===== src/rtl/aq_ifu_ras_ctrl_if.sv =====
// aq_ifu_ras_ctrl_if: return-address-stack control bus between the fetch/retire side and the RAS controller
//   master: drives push/pop/flush/retire requests and the entry PC bus; receives writes and top-of-stack
//   slave : the RAS controller
interface aq_ifu_ras_ctrl_if #(
    parameter int PC_WIDTH = 24,
    parameter int DEPTH    = 4
);
    logic                      ras_push_vld;
    logic [PC_WIDTH-1:0]       ras_push_pc;
    logic                      ras_pop_vld;
    logic                      ras_flush;
    logic                      rtu_ras_push;
    logic                      rtu_ras_pop;
    logic [DEPTH*PC_WIDTH-1:0] ras_entry_pc_bus;
    logic [DEPTH-1:0]          ras_entry_upd;
    logic [PC_WIDTH-1:0]       ras_upd_pc;
    logic                      ras_top_vld;
    logic [PC_WIDTH-1:0]       ras_top_pc;
    logic                      ras_full;
    logic                      ras_empty;

    modport master (
        output ras_push_vld, ras_push_pc, ras_pop_vld, ras_flush, rtu_ras_push, rtu_ras_pop,
               ras_entry_pc_bus,
        input  ras_entry_upd, ras_upd_pc, ras_top_vld, ras_top_pc, ras_full, ras_empty
    );

    modport slave (
        input  ras_push_vld, ras_push_pc, ras_pop_vld, ras_flush, rtu_ras_push, rtu_ras_pop,
               ras_entry_pc_bus,
        output ras_entry_upd, ras_upd_pc, ras_top_vld, ras_top_pc, ras_full, ras_empty
    );
endinterface


===== src/rtl/aq_ifu_ras_ctrl.sv =====
// aq_ifu_ras_ctrl: return address stack pointer/count control with speculative and retired copies
//   entry_clk : clock, rising edge
//   cpurst_b  : asynchronous active-low reset
//   bus       : slave side of aq_ifu_ras_ctrl_if (push/pop/flush/retire in, entry write enables and
//               top-of-stack out; entry storage lives outside and is read back on ras_entry_pc_bus)
module aq_ifu_ras_ctrl #(
    parameter int PC_WIDTH = 24,
    parameter int DEPTH    = 4
) (
    input logic               entry_clk,
    input logic               cpurst_b,
    aq_ifu_ras_ctrl_if.slave  bus
);
    localparam int PW = $clog2(DEPTH);
    localparam int CW = $clog2(DEPTH + 1);

    logic [PW-1:0]       sptr, rptr, sptr_nxt, rptr_nxt, top_idx;
    logic [CW-1:0]       scnt, rcnt, scnt_nxt, rcnt_nxt;
    logic [PC_WIDTH-1:0] entry [DEPTH];

    // Shared next-state rule for both stack copies; push+pop on a non-empty stack replaces the top.
    function automatic logic [PW+CW-1:0] step(input logic [PW-1:0] p, input logic [CW-1:0] c,
                                              input logic push, input logic pop);
        if (push && !(pop && c != '0))
            return {p + PW'(1), (c == CW'(DEPTH)) ? c : c + CW'(1)};
        if (pop && !push && c != '0)
            return {p - PW'(1), c - CW'(1)};
        return {p, c};
    endfunction

    for (genvar i = 0; i < DEPTH; i++) begin : g_entry
        assign entry[i] = bus.ras_entry_pc_bus[i*PC_WIDTH +: PC_WIDTH];
    end

    // A flush restores from the retired state as it will be after this cycle's retire.
    always_comb begin
        {rptr_nxt, rcnt_nxt} = step(rptr, rcnt, bus.rtu_ras_push, bus.rtu_ras_pop);
        {sptr_nxt, scnt_nxt} = bus.ras_flush ? {rptr_nxt, rcnt_nxt}
                                             : step(sptr, scnt, bus.ras_push_vld, bus.ras_pop_vld);
    end

    always_ff @(posedge entry_clk or negedge cpurst_b) begin
        if (!cpurst_b) begin
            sptr <= '0;
            scnt <= '0;
            rptr <= '0;
            rcnt <= '0;
        end else begin
            sptr <= sptr_nxt;
            scnt <= scnt_nxt;
            rptr <= rptr_nxt;
            rcnt <= rcnt_nxt;
        end
    end

    assign top_idx           = sptr - PW'(1);
    // Writes are suppressed while reset is held so nothing lands in the entries during reset.
    assign bus.ras_entry_upd = (!cpurst_b || bus.ras_flush || !bus.ras_push_vld) ? '0
                             : DEPTH'(1) << ((bus.ras_pop_vld && scnt != '0) ? top_idx : sptr);
    assign bus.ras_upd_pc    = bus.ras_push_pc;
    assign bus.ras_top_vld   = scnt != '0;
    assign bus.ras_top_pc    = bus.ras_top_vld ? entry[top_idx] : '0;
    assign bus.ras_full      = scnt == CW'(DEPTH);
    assign bus.ras_empty     = scnt == '0;
endmodule


===== src/flat_wrapper.sv =====
// flat-port wrapper written by rule: the top's interface ports become plain ports
module aq_ifu_ras_ctrl_flat 
#(
    parameter int PC_WIDTH = 24,
    parameter int DEPTH    = 4
)
  (entry_clk, cpurst_b, bus_ras_push_vld, bus_ras_push_pc, bus_ras_pop_vld, bus_ras_flush, bus_rtu_ras_push, bus_rtu_ras_pop, bus_ras_entry_pc_bus, bus_ras_entry_upd, bus_ras_upd_pc, bus_ras_top_vld, bus_ras_top_pc, bus_ras_full, bus_ras_empty);
  aq_ifu_ras_ctrl_if #(.PC_WIDTH(PC_WIDTH), .DEPTH(DEPTH)) bus_i ();
  input logic entry_clk;
  input logic cpurst_b;
  input wire logic [$bits(bus_i.ras_push_vld)-1:0] bus_ras_push_vld;
  input wire logic [$bits(bus_i.ras_push_pc)-1:0] bus_ras_push_pc;
  input wire logic [$bits(bus_i.ras_pop_vld)-1:0] bus_ras_pop_vld;
  input wire logic [$bits(bus_i.ras_flush)-1:0] bus_ras_flush;
  input wire logic [$bits(bus_i.rtu_ras_push)-1:0] bus_rtu_ras_push;
  input wire logic [$bits(bus_i.rtu_ras_pop)-1:0] bus_rtu_ras_pop;
  input wire logic [$bits(bus_i.ras_entry_pc_bus)-1:0] bus_ras_entry_pc_bus;
  output wire logic [$bits(bus_i.ras_entry_upd)-1:0] bus_ras_entry_upd;
  output wire logic [$bits(bus_i.ras_upd_pc)-1:0] bus_ras_upd_pc;
  output wire logic [$bits(bus_i.ras_top_vld)-1:0] bus_ras_top_vld;
  output wire logic [$bits(bus_i.ras_top_pc)-1:0] bus_ras_top_pc;
  output wire logic [$bits(bus_i.ras_full)-1:0] bus_ras_full;
  output wire logic [$bits(bus_i.ras_empty)-1:0] bus_ras_empty;
  assign bus_i.ras_push_vld = bus_ras_push_vld;
  assign bus_i.ras_push_pc = bus_ras_push_pc;
  assign bus_i.ras_pop_vld = bus_ras_pop_vld;
  assign bus_i.ras_flush = bus_ras_flush;
  assign bus_i.rtu_ras_push = bus_rtu_ras_push;
  assign bus_i.rtu_ras_pop = bus_rtu_ras_pop;
  assign bus_i.ras_entry_pc_bus = bus_ras_entry_pc_bus;
  assign bus_ras_entry_upd = bus_i.ras_entry_upd;
  assign bus_ras_upd_pc = bus_i.ras_upd_pc;
  assign bus_ras_top_vld = bus_i.ras_top_vld;
  assign bus_ras_top_pc = bus_i.ras_top_pc;
  assign bus_ras_full = bus_i.ras_full;
  assign bus_ras_empty = bus_i.ras_empty;
  aq_ifu_ras_ctrl #(.PC_WIDTH(PC_WIDTH), .DEPTH(DEPTH)) u_core (.entry_clk(entry_clk), .cpurst_b(cpurst_b), .bus(bus_i));
endmodule

===== config.mk =====
export PLATFORM = sky130hd
export DESIGN_NAME = aq_ifu_ras_ctrl_flat
export DESIGN_NICKNAME = d
export VERILOG_FILES = /design/src/rtl/aq_ifu_ras_ctrl_if.sv /design/src/rtl/aq_ifu_ras_ctrl.sv /design/src/flat_wrapper.sv
export SDC_FILE = /design/constraint.sdc
export NUM_CORES = 1
export LEC_CHECK = 0
export CAP_MARGIN = 5
export CORE_UTILIZATION = 28
export CTS_BUF_LIST = sky130_fd_sc_hd__clkbuf_2
export CTS_CLUSTER_DIAMETER = 80
export DETAILED_ROUTE_END_ITERATION = 8
export HOLD_SLACK_MARGIN = 0.08
export MAX_ROUTING_LAYER = met4
export PLACE_DENSITY = 0.84
export SLEW_MARGIN = 20
export SYNTH_ARGS = -nofsm -noshare
export SYNTH_HDL_FRONTEND = slang
export SYNTH_SLANG_ARGS = --single-unit

===== constraint.sdc =====
create_clock -name entry_clk -period 1.9 [get_ports entry_clk]
set_input_delay 0.19 -clock entry_clk [delete_from_list [all_inputs] [get_ports entry_clk]]
set_output_delay 0.19 -clock entry_clk [all_outputs]
set_load 0.02 [all_outputs]

-- Word level (Yosys, flattened, before mapping)
Cells that the tools add are included.
- equality and inequality tests: 2
- multiplexer cells: 23
- magnitude comparators: 1
- bitwise logic cells: 1
- shift-type cells: 1
- reduce and logical (&&, ||, !) cells: 19
- add/sub/neg operators: 8
- operator list (cell ; number):
    24-bit 2-to-1 mux ; 3
    24-bit binary-select mux with 2-bit select ; 1
    5-bit 2-to-1 mux ; 9
    3-bit nonzero test ; 3
    1-bit logical AND ; 8
    3-bit by 1-bit adder with 3-bit output (second input constant) ; 2
    3-bit equality test (second input constant) ; 2
    1-bit 2-to-1 mux ; 6
    3-bit 2-to-1 mux ; 2
    3-bit by 1-bit subtractor with 3-bit output (second input constant) ; 2
    1-bit logical NOT ; 5
    2-bit by 1-bit adder with 2-bit output (second input constant) ; 2
    4-bit 2-to-1 mux ; 1
    1-bit by 2-bit << shifter with 4-bit output (first input constant) ; 1
    2-bit by 1-bit subtractor with 2-bit output (second input constant) ; 2
    3-bit >= comparator (second input constant) ; 1
    3-bit logical NOT ; 1
    2-bit inverter with 3-bit output ; 1
    1-bit logical OR ; 2
    2-bit 2-to-1 mux ; 1
- word-level logic and storage cells: 59
- bits of input ports: 127
- register bits: 10
- output and inout port bits: 55

-- Depth between registers and ports, before layout
- depth in word-level cells: 9
- gate-level depth with buffers: 8
- depth with buffers taken out: 7

-- Worst setup path before layout
Ideal clock, no wire load.
- kind: register -> output
- start: register u_core.scnt[0]
- end: output bus_ras_entry_upd[0]
- path buffers: 1
- arrival time: 1.808 ns
- required time: 1.710 ns
- setup slack: -0.098 ns
- cell stages (with the launch flop): 8
- cells stage by stage: dfrtp_1 -> inv_1 -> ha_1 -> or2b_1 -> buf_6 -> nand2_1 -> xnor2_1 -> nor3_1
- longest elaborated chain between the ends: 5
- ends and longest elaborated chain (what ; line ; source):
    from (decl) ; aq_ifu_ras_ctrl.sv:18 ; logic [CW-1:0] scnt, rcnt, scnt_nxt, rcnt_nxt;
    from (signal assigned) ; aq_ifu_ras_ctrl.sv:50 ; scnt <= scnt_nxt;
    3-bit nonzero test ; aq_ifu_ras_ctrl.sv:59 ; : DEPTH'(1) << ((bus.ras_pop_vld && scnt != '0) ? top_idx : sptr);
    1-bit logical AND ; aq_ifu_ras_ctrl.sv:59 ;
    2-bit 2-to-1 mux ; aq_ifu_ras_ctrl.sv:59 ;
    1-bit by 2-bit << shifter with 4-bit output ; aq_ifu_ras_ctrl.sv:59 ;
    4-bit 2-to-1 mux ; aq_ifu_ras_ctrl.sv:58 ; assign bus.ras_entry_upd = (!cpurst_b || bus.ras_flush || !bus.ras_push_vld) ? '0
    to (decl) ; flat_wrapper.sv:18 ; output wire logic [$bits(bus_i.ras_entry_upd)-1:0] bus_ras_entry_upd;
Every way passes these cells.

-- Worst setup path after layout
- start: register u_core.sptr[0]
- end: output bus_ras_top_pc[19]
- longest elaborated chain between the ends: 6
- ends and longest elaborated chain (what ; line ; source):
    from (decl) ; aq_ifu_ras_ctrl.sv:17 ; logic [PW-1:0] sptr, rptr, sptr_nxt, rptr_nxt, top_idx;
    from (signal assigned) ; aq_ifu_ras_ctrl.sv:49 ; sptr <= sptr_nxt;
    2-bit by 1-bit subtractor with 2-bit output ; aq_ifu_ras_ctrl.sv:56 ; assign top_idx = sptr - PW'(1);
    2-bit inverter with 3-bit output (implied by the code) ; aq_ifu_ras_ctrl.sv:62 ; assign bus.ras_top_pc = bus.ras_top_vld ? entry[top_idx] : '0;
    24-bit binary-select mux with 2-bit select ; aq_ifu_ras_ctrl.sv:62 ;
    24-bit 2-to-1 mux (implied by the code) (2 in series) ; aq_ifu_ras_ctrl.sv:62 ;
    24-bit 2-to-1 mux ; aq_ifu_ras_ctrl.sv:62 ;
    to (decl) ; flat_wrapper.sv:21 ; output wire logic [$bits(bus_i.ras_top_pc)-1:0] bus_ras_top_pc;
Every way passes these cells. The select of a mux whose other input is x is not followed.

==> qor.csv <==
metric,value,unit
clkSinkCount,10,
cp.depth,5,
synth_nets,327,
synth_cell_types,45,
maxSlewViolCount,0,
drt_iter0_markers,59,
critPathMaxFanout,11,
ys_dominant_reg_cell,dfrtp_1,
finalCritPeriodShare,103.1,%
violations,setup timing,
antenna_found_initial,0,
async_flop_share,100.0,%
yosysSeqAreaShare,13.42,%
dieArea,0.006988,mm2
synthTopCellsByArea,"mux4_2 29%, dfrtp_1 13%, buf_4 10%",
final_hold_viol_count,0,
cts_max_level,1,
path_buf_inv,3,
cp.arrival,1770,ps
grt_pass1_wl,10.83,mm
detail_route.drc_violations,0,
dpl.hpwl,5.926,mm
path_clk_slew,110,ps
fmax,0.5106,GHz
dieHeight,83.60,um
syn-cell-area,0.001864,mm2
grt_max_degree,28,
initial_core_util,29.19,%
critPathTopFamily,multiplexers,
period_minus_slack,1958,ps
required,1710,ps
setup_slack,-58.43,ps
synth_most_common_cell,and2_1,
yosys.area.top_type_share,28.99,%
grt_pass1_vias,2059,
cpPeakStageDelay,490,ps
fp.dieW,83.60,um
groute.usage.overall,20.04,%
clock_skew,5.931,ps
fin_nets,465,
power_density,1392,mW/mm2
port_buffers,133,
synth_edf_count,0,
drv_cap,0,
crit_type,reg -> out,
start_kind,flip-flop,
path_cells,"buf_12, buf_4, mux4_2, and2_1, buf_2",
drive_above_1_share,36.86,%
ir_drop,0.001068,V
min_path_type,in -> async,
postCtsHoldBufs,0,
antenna_cells,0,
routed_wl,7.581,mm
grt_overflow,0,
synth_commonest_cells,"26 x and2_1, 25 x buf_4, 24 x mux4_2, 10 x dfrtp_1",
wire_per_inst,18.58,um
p_leak,1.439,nW
max_slew_margin,77.96,%
via_count,2059,
cpMaxStageDelayCell,mux4_2,
endpoint_kind,output port,
clock_latency,250,ps
setup_viol,22,
io_pins,182,
reg2reg_depth,8,
cts_tree,yes,
row_count,29,
syn_avg_cell_area,9.610,um2
gp_congestion,0.8578,
holdWs,286.3,ps
status,"complete, but fails checks",
root_buffer,clkbuf_2,
areaGrowthSynthToFinish,87.11,%
rsz0062_at_grt,true,
synth_seq_cells,10,
first_pass_iters,4,
worst_pin_slew,329.1,ps
synth_cells,194,
yosysTopAreaCell,mux4_2,
synth_warnings,0,
cts.path.max_buffers,2,
numCtsBuffers,3,
ant_nets,0,
via_per_inst,5.047,
core_area,0.006386,mm2
place_worst_setup_slack,-221.9,ps
## cells in the final DEF, fill, tap and decap left out, drive strengths merged, types with 2 or more instances in the layout
| master | n |
|---|---|
| nand3 | 5 |
| o21ai | 4 |
| ha | 6 |
| nand2 | 7 |
| nor2 | 9 |
| clkdlybuf4s50 | 102 |
| mux4 | 24 |
| inv | 10 |
| a221oi | 2 |
| buf | 65 |
| o211ai | 5 |
| a31oi | 2 |
| nand2b | 2 |
| nor2b | 4 |
| xnor2 | 5 |
| dlygate4sd2 | 2 |
| dfrtp | 10 |
| or3 | 3 |
| mux2 | 3 |
| clkbuf | 6 |
| nor3 | 2 |
| and2 | 26 |
| nor4b | 2 |
| a21oi | 6 |
| or4 | 2 |
| o221ai | 2 |
## sequential cells by signal (all words and copies together) (netlist names)
signal	cells
u_core.rcnt	3
u_core.scnt	3
u_core.sptr	2
u_core.rptr	2
## routing by layer
| metal | up-vias | share of wire, % | GRT usage [%] |
|---|---|---|---|
| met4 | 0 | 1.1 | 3.852 |
| li1 | 966 | - | - |
| met5 | - | 0 | - |
| met2 | 90 | 51 | 34.81 |
| met1 | 991 | 37 | 21.45 |
| met3 | 12 | 11 | 8.408 |
## worst paths after layout
| kind | startpoint | endpoint | slack [ps] |
|---|---|---|---|
| min in group entry_clk | bus_ras_push_pc[12] | bus_ras_upd_pc[12] | 380 |
| min | cpurst_b | u_core.rcnt[2] | 290 |
| max in group asynchronous | cpurst_b | u_core.sptr[0] | 1460 |
| min reg2reg | u_core.rptr[1] | u_core.rptr[1] | 490 |
| max reg2reg | u_core.scnt[1] | u_core.sptr[1] | 20 |
| max | u_core.sptr[0] | bus_ras_top_pc[19] | -60 |
## cell families (layout without fill, tap and decap cells)
group	count (synthesis)	after routing	share of synthesized area, %
adder cells (fa/ha/maj)	6	6	4.027
XOR/XNOR	7	7	4.027
buffers and inverters	48	185	15.37
AND/OR/NAND/NOR	68	68	21.95
multiplexers	28	28	31.34
AO/OA/AOI/OAI	27	27	9.867
flip-flops	10	10	13.42
## stage by stage
step                      cell area [um2]  total power, W  cells  TNS (ps)  utilization (%)
final                                3488        0.004855    408    -628.6            54.62
after global routing                 3488        0.005170    408     -2901            54.62
after CTS                            3182        0.004066    396    -355.3            49.82
after detailed placement             3264        0.004220    390     -3064            51.12
after global placement               3264        0.004123    390     -2514            51.12
after floorplan                      1867        0.002719    194    -143.0                -
## power breakdown
| group | internal [W] | switching, W | total, W |
|---|---|---|---|
| registers | 0.000327 | 0.000134 | 0.000461 |
| clock network | 0.0000559 | 0.0000734 | 0.000129 |
| logic | 0.00240 | 0.00187 | 0.00427 |
| total | 0.00278 | 0.00208 | 0.00486 |
## cell type report
type,instances,area (um2)
multi-input cells,136,1420
flip-flops and latches,10,251.5
well taps,77,96.34
repair buffers,171,1658
inverters,10,42.54
clock buffers,4,20.02
fillers,556,2898
## what timing repair did
action	4_1_cts	5_1_grt
pin swaps	3	6
gates cloned	0	3
setup buffers	2	9
endpoints found under the setup margin	34	32
resized for setup	129	49
Note: power is estimated with default switching activity, not from simulation.
